## src/rtl/fifo_req_issuer.sv

```systemverilog
// fifo_req_issuer
//   Pops request entries from the test-request FIFO one at a time and issues
//   them to the memory controller over a valid/ready handshake. Tracks the
//   number of issued-but-unanswered requests against a credit limit and keeps
//   issue/completion statistics.
//
// Ports
//   clk_i          clock, all state changes on the rising edge
//   reset_ni       asynchronous active-low reset
//   run_i          1: issuing enabled; 0: finish current request then idle
//   fifo_empty_i   FIFO empty flag
//   fifo_dout_i    FIFO registered read data {is_write, addr, wdata}
//   fifo_rd_en_o   FIFO pop strobe (one cycle per entry)
//   req_valid_o    request valid
//   req_ready_i    controller accepts the request
//   req_we_o       1: write, 0: read
//   req_addr_o     request address
//   req_wdata_o    write data
//   rsp_valid_i    one-cycle pulse per completed request
//   outstanding_o  issued-but-unanswered request count
//   issued_cnt_o   requests accepted since reset (wraps)
//   done_cnt_o     responses received since reset (wraps)
//   err_o          sticky: response seen with nothing outstanding
//   idle_o         idle, FIFO empty and nothing outstanding
module fifo_req_issuer #(
  parameter int ADDR_W          = 16,
  parameter int DATA_W          = 8,
  parameter int MAX_OUTSTANDING = 4,
  parameter int ENTRY_W         = 1 + ADDR_W + DATA_W
) (
  input  logic               clk_i,
  input  logic               reset_ni,
  input  logic               run_i,
  input  logic               fifo_empty_i,
  input  logic [ENTRY_W-1:0] fifo_dout_i,
  output logic               fifo_rd_en_o,
  output logic               req_valid_o,
  input  logic               req_ready_i,
  output logic               req_we_o,
  output logic [ADDR_W-1:0]  req_addr_o,
  output logic [DATA_W-1:0]  req_wdata_o,
  input  logic               rsp_valid_i,
  output logic [3:0]         outstanding_o,
  output logic [31:0]        issued_cnt_o,
  output logic [31:0]        done_cnt_o,
  output logic               err_o,
  output logic               idle_o
);

  localparam logic [3:0] MAX_OUT = 4'(MAX_OUTSTANDING);

  typedef enum logic [2:0] {
    IDLE,
    POP,
    LOAD,
    CREDIT_WAIT,
    ISSUE
  } state_t;

  state_t      state;
  state_t      state_nxt;
  logic [3:0]  outstanding;
  logic [3:0]  outstanding_nxt;
  logic        handshake;
  logic        rsp_ok;
  logic        credit_ok;
  logic        more_work;

  assign handshake = (state == ISSUE) && req_ready_i;
  // A response with nothing outstanding is an error, not a completion.
  assign rsp_ok    = rsp_valid_i && (outstanding != 4'd0);
  assign more_work = run_i && !fifo_empty_i;

  always_comb begin
    outstanding_nxt = outstanding + 4'(handshake) - 4'(rsp_ok);
  end

  // Credit is judged on the count after this cycle's updates, so a response
  // arriving in LOAD or CREDIT_WAIT frees a slot without an extra cycle.
  assign credit_ok = (outstanding_nxt < MAX_OUT);

  always_comb begin
    state_nxt = state;
    case (state)
      IDLE:        if (more_work) state_nxt = POP;
      POP:         state_nxt = LOAD;
      LOAD:        state_nxt = credit_ok ? ISSUE : CREDIT_WAIT;
      CREDIT_WAIT: if (credit_ok) state_nxt = ISSUE;
      ISSUE:       if (req_ready_i) state_nxt = more_work ? POP : IDLE;
      default:     state_nxt = IDLE;
    endcase
  end

  // ---- state and control registers ----
  always_ff @(posedge clk_i or negedge reset_ni) begin
    if (!reset_ni) begin
      state        <= IDLE;
      outstanding  <= 4'd0;
      issued_cnt_o <= 32'd0;
      done_cnt_o   <= 32'd0;
      err_o        <= 1'b0;
    end else begin
      state       <= state_nxt;
      outstanding <= outstanding_nxt;
      if (handshake)                    issued_cnt_o <= issued_cnt_o + 32'd1;
      if (rsp_ok)                       done_cnt_o   <= done_cnt_o + 32'd1;
      if (rsp_valid_i && !rsp_ok)       err_o        <= 1'b1;
    end
  end

  // ---- request payload, captured once per entry in LOAD ----
  always_ff @(posedge clk_i or negedge reset_ni) begin
    if (!reset_ni) begin
      req_we_o    <= 1'b0;
      req_addr_o  <= '0;
      req_wdata_o <= '0;
    end else if (state == LOAD) begin
      req_we_o    <= fifo_dout_i[ENTRY_W-1];
      req_addr_o  <= fifo_dout_i[ENTRY_W-2 -: ADDR_W];
      req_wdata_o <= fifo_dout_i[DATA_W-1:0];
    end
  end

  assign fifo_rd_en_o  = (state == POP);
  assign req_valid_o   = (state == ISSUE);
  assign outstanding_o = outstanding;
  // Gated by reset so every output reads 0 while reset is held.
  assign idle_o = reset_ni && (state == IDLE) && fifo_empty_i &&
                  (outstanding == 4'd0);

endmodule

```

## config.mk

```make
export PLATFORM = sky130hd
export DESIGN_NAME = fifo_req_issuer
export DESIGN_NICKNAME = d
export VERILOG_FILES = /design/src/rtl/fifo_req_issuer.sv
export SDC_FILE = /design/constraint.sdc
export NUM_CORES = 1
export LEC_CHECK = 0
export CAP_MARGIN = 30
export CORE_ASPECT_RATIO = 1.4
export CORE_MARGIN = 4
export CORE_UTILIZATION = 39
export DETAILED_ROUTE_END_ITERATION = 12
export PLACE_DENSITY = 0.68
export RECOVER_POWER = 100
export SLEW_MARGIN = 0
export SYNTH_ARGS = -nofsm -noshare
export SYNTH_HDL_FRONTEND = slang
export SYNTH_SLANG_ARGS = --single-unit
```

## constraint.sdc

```tcl
create_clock -name clk_i -period 4.2 [get_ports clk_i]
set_input_delay 0.84 -clock clk_i [delete_from_list [all_inputs] [get_ports clk_i]]
set_output_delay 0.84 -clock clk_i [all_outputs]
set_load 0.03 [all_outputs]
```

# Yosys cells after proc, flatten, opt, wreduce, memory -nomap -nowiden
# Index checks and enable logic that the tools add are counted.
dict set report op_classes {
  n_addsub 4
  magnitude_cmp 1
  eq_ne 7
  mux 6
  reduce_logical 13
}
# op count
set ops {}
lappend ops {{$add 32x1->32 const B} 2}
lappend ops {{$pmux 3 s5} 1}
lappend ops {{$mux 3} 4}
lappend ops {{$logic_and 1x1->1} 7}
lappend ops {{$eq 3x2->1 const B} 2}
lappend ops {{$add 4x1->4} 1}
lappend ops {{$logic_not 4->1} 1}
lappend ops {{$lt 4x3->1 const B} 1}
lappend ops {{$ne 2x2->1 const B} 2}
lappend ops {{$reduce_bool 4->1} 1}
lappend ops {{$sub 4x1->4} 1}
lappend ops {{$eq 3x1->1 const B} 1}
lappend ops {{$eq 3x3->1 const B} 1}
lappend ops {{$logic_not 3->1} 1}
lappend ops {{$reduce_and 3->1} 1}
lappend ops {{$logic_not 1->1} 2}
lappend ops {{$ne 2x1->1 const B} 1}
lappend ops {{$mux 1} 1}
dict set report totals {
  ff_bits 97
  inputBits 31
  word_cells 39
}

# Depth between registers and ports, before layout
dict set report logic_depth {
  ltp_word 7
  mapped_depth 12
  depth_no_buf 12
}

# Least setup slack after synthesis
# Ideal clock, no wire load.
dict set report synth_path {
  kind {reg-to-reg}
  startpoint {register outstanding[2] (netlist: outstanding_o[2])}
  endpoint {register state[2]}
  setup_time_ns 0.121
  arrival_ns 2.752
  required_ns 4.079
  setup_slack_ns 1.327
  path_stages_with_launch 12
  n_path_buf 0
  period_less_slack_ns 2.873
  cell_sequence {dfrtp_1 inv_1 ha_1 or3b_2 nand2_1 inv_1 ha_1 inv_1 ha_1 fa_1 a31o_2 a22o_1}
}
dict set report synth_between {
  elab_chain_cells 6
}
# item line_no
set synth_lines {}
lappend synth_lines {{from (decl)} 62} ;# logic [3:0] outstanding;
lappend synth_lines {{from (signal assigned)} 104} ;# outstanding <= outstanding_nxt;
lappend synth_lines {{$reduce_bool 4->1 *} 71} ;# assign rsp_ok = rsp_valid_i && (outstanding != 4'd0);
lappend synth_lines {{$logic_and 1x1->1 *} 71}
lappend synth_lines {{net rsp_ok} 65} ;# logic rsp_ok;
lappend synth_lines {{$sub 4x1->4 *} 75} ;# outstanding_nxt = outstanding + 4'(handshake) - 4'(rsp_ok);
lappend synth_lines {{$lt 4x3->1 *} 80} ;# assign credit_ok = (outstanding_nxt < MAX_OUT);
lappend synth_lines {{$mux 3 or $ne 2x2->1 (tied branches)} -}
lappend synth_lines {{$pmux 3 s5 or $reduce_and 3->1 (tied branches)} -}
lappend synth_lines {{to (signal assigned)} 103} ;# state <= state_nxt;
lappend synth_lines {{to (decl)} 60} ;# state_t state;
# Mark *: on every way through the listed nets, which the timed path passes. The rest lies on a longest branch.
# A chain may end at the register's enable or synchronous reset.

# Worst setup path after layout
dict set report layout_path {
  startpoint {register outstanding[2] (netlist: outstanding_o[2])}
  endpoint {output idle_o}
}
dict set report layout_between {
  elab_chain_cells 2
}
# item line_no
set layout_lines {}
lappend layout_lines {{$logic_not 4->1} 129} ;# (outstanding == 4'd0);
lappend layout_lines {{$logic_and 1x1->1} 128} ;# assign idle_o = reset_ni && (state == IDLE) && fifo_empty_i &&
lappend layout_lines {{to (decl)} 47} ;# output logic idle_o
# No other way between the ends.

==> impl_metrics.csv <==
group,metric,value,unit
outcome,status,"finished, violations left",
synth,netlist_area,0.00440,mm2
clocking,cts_tree,"done",
run,maxCapViolations,1,
global_routing,grt_pass1_wl,17400,um
clocking,numCtsBuffers,9,
pwr,power,3.48,mW
die,die_y,134,um
critical_path,crit_arrival,2400,ps
sta,worst_slack,956,ps
synth,async_flop_share,100,%
critical_path,critical_path.max_fanout,4,
sta,period_minus_slack,3240,ps
global_routing,grt_max_degree,53,
pwr,leakage,2.90,nW
place,hpwl,7630,um
critical_path,worstSetupEndpointType,"output port",
routing,viasPerCell,5.08,
critical_path,crit_chain,"inv_1 > ha_1 > or3b_2 > nor3_1 > dlygate4sd3_1",
sta,rsz0062_at_grt,"no",
pwr,ir_drop,0.268,mV
global_routing,grt_pass1_vias,3463,
cells_and_area,antenna_cells,0,
synth,syn_area_per_cell,11.9,um2
global_routing,busiest_layer,"met2",
clocking,post-cts-setup-buffers,0,
clocking,clk_pin_slew,60,ps
global_routing,overflow,0,
routing,first_iter_violations,111,
global_routing,antenna_found_initial,0,
place,gp_congestion,0.794,
global_routing,met3_usage,3.72,%
die,dieArea,0.0131,mm2
synth,seq_area_frac_synth,55.2,%
sta,finalMaxSlewViolations,47,
die,fp.dieW,97.8,um
clocking,cts.repair.resized,0,
routing,drt_pre_antenna_iters,4,
critical_path,cp-start-kind,"flop",
outcome,violations,"capacitance limit, slew limit",
hold_path,hold_class,"reg -> reg",
clocking,clockRootBuffer,"clkbuf_16",
place,port_buffers,127,
critical_path,cp_num_buf_inv,2,
die,row_count,45,
sta,finClkSkew,7.64,ps
cells_and_area,area_growth,37.5,%
routing,drc,0,
synth,synth-edff-count,0,
sta,fin_tns_setup,0,ps
clocking,insertion_delay,340,ps
routing,wirelength,10300,um
synth,netlist-cell-type-count,35,
critical_path,cp_top_family,"buffers and inverters",
cells_and_area,stdcell_count,646,
cells_and_area,final_nets,540,
global_routing,met1_usage,20.0,%
die,start_util,40.3,%
place,place_inst,631,
routing,wl_per_cell,15.9,um
critical_path,path_class,"reg -> out",
synth,ys_ff_latch,97,
clocking,ctsHoldBuffers,0,
synth,synth_nets,408,
synth,ys_warn_count,0,
critical_path,critical_path.max_stage_delay,760,ps
pwr,power_density,575,mW/mm2
sta,hold_violations,0,
clocking,cts.path.max_buffers,2,
synth,yosys_most_used_dff,"dfrtp_1",
global_routing,grt_usage,16.3,%
synth,synthCells,369,
routing,vias,3280,
clocking,htree_levels,3,
sta,fin_crit_sh,77.2,%
sta,maxSlewHeadroom,-61.7,%
critical_path,required,3360,ps
critical_path,cpMaxStageDelayCell,"dlygate4sd3_1",
die,pin_count,128,
place,pre_cts_ws,889,ps
clocking,clock-sinks,97,
sta,timing.fmax,308,MHz
routing,ant_nets,0,
global_routing,grt_use_met2,28.3,%
die,core,0.0109,mm2
cells_and_area,layout-drive-gt1-share,9.31,%
sta,max_slew.worst_pin.slew,2430,ps
sta,setup_violations,0,
==> worst reg2reg max path: stages (launching register included) <==
cell and delay, ps:
dfrtp_1 370, inv_1 80, ha_1 150, or3b_2 510
nand2_1 150, inv_1 60, ha_1 270, inv_1 40
ha_1 210, a211oi_1 340, xnor2_1 120, a31o_2 270
a22o_1 220
==> kinds of logic after synthesis <==
| family | after synthesis | share of synthesized area (%) |
|---|---|---|
| xor gates and xnor gates | 66 | 13.1 |
| and+or+nand+nor | 137 | 18.6 |
| adders and majority gates | 8 | 2.45 |
| DFF | 97 | 55.2 |
| muxes | 27 | 6.91 |
| buffers and inverters | 26 | 2.42 |
| AOI/OAI and AO/OA | 8 | 1.31 |
==> area by class of cell <==
type	count	area [um2]
fillers	963	4870
clock inverters	6	58.8
repair buffers	130	1280
clock buffers	9	225
flip-flops and latches	97	2430
well taps	141	176
multi-input cells	246	1820
inverters	17	63.8
==> cell usage after synthesis, types with 2 or more instances <==
library cell	count	area [um2]
a21o_1	2	15.0
and2_1	2	12.5
and3_1	9	56.3
and4_1	7	61.3
clkbuf_1	6	22.5
dfrtp_1	97	2430
ha_1	7	87.6
inv_1	17	63.8
mux2_2	27	304
nand2_1	18	67.6
nand2b_1	3	18.8
nand3_1	23	115
nand4_1	17	106
nor2_1	12	45.0
nor3_1	17	85.1
nor3_2	4	40.0
nor3b_1	2	15.0
nor4_1	17	106
nor4_4	2	42.5
xnor2_1	25	219
xor2_1	41	359
==> through the flow <==
stage / hold slack (ps) / util [%] / instance area, um2
6_report: 467 / 55.4 / 6050
3_3_place_gp: 459 / 53.3 / 5830
2_1_floorplan: 544 / - / 4400
4_1_cts: 479 / 55.9 / 6110
3_5_place_dp: 469 / 53.3 / 5830
5_1_grt: 495 / 55.4 / 6050
==> report_power, final <==
part | total, mW | switching (mW) | internal, mW | leakage [nW]
Combinational | 1.39 | 0.789 | 0.597 | 1.52
Clock | 0.793 | 0.337 | 0.456 | 0.145
Sequential | 1.30 | 0.157 | 1.14 | 1.24
Total | 3.48 | 1.28 | 2.20 | 2.90
==> worst paths after layout <==
kind	cells after the start	from	end	slack (ps)
min in group asynchronous	2	reset_ni	issued_cnt_o[8]	1390
setup / recovery	5	outstanding_o[2]	idle_o	960
max in group asynchronous	3	reset_ni	done_cnt_o[27]	1110
setup reg to reg	12	outstanding_o[2]	state[2]	1290
hold reg to reg	1	issued_cnt_o[31]	issued_cnt_o[31]	470
hold / removal	1	issued_cnt_o[31]	issued_cnt_o[31]	470
==> state kept, by name, indices dropped and copies added, names as in the netlist <==
name	count
state	3
done_cnt_o	32
err_o	1
req_we_o	1
issued_cnt_o	32
req_wdata_o	8
outstanding_o	4
req_addr_o	16
==> layout by cell type, fill, tap and decap left out, types with 11 or more instances in the layout <==
master | Yosys | final
dfrtp_1 | 97 | 97
nor3_1 | 17 | 21
nand4_1 | 17 | 17
clkdlybuf4s50_1 | 0 | 27
nand3_1 | 23 | 23
nand2_1 | 18 | 18
mux2_2 | 27 | 27
nor2_1 | 12 | 11
dlygate4sd3_1 | 0 | 99
inv_1 | 17 | 17
nor4_1 | 17 | 19
xnor2_1 | 25 | 25
xor2_1 | 41 | 41
==> layer usage <==
layer	share of wire, %	routed length [um]
met4	1.1	118
met2	52	5370
met5	0	0
met1	42	4280
met3	4.9	501
No activity file was read; power rests on OpenSTA's default activity.
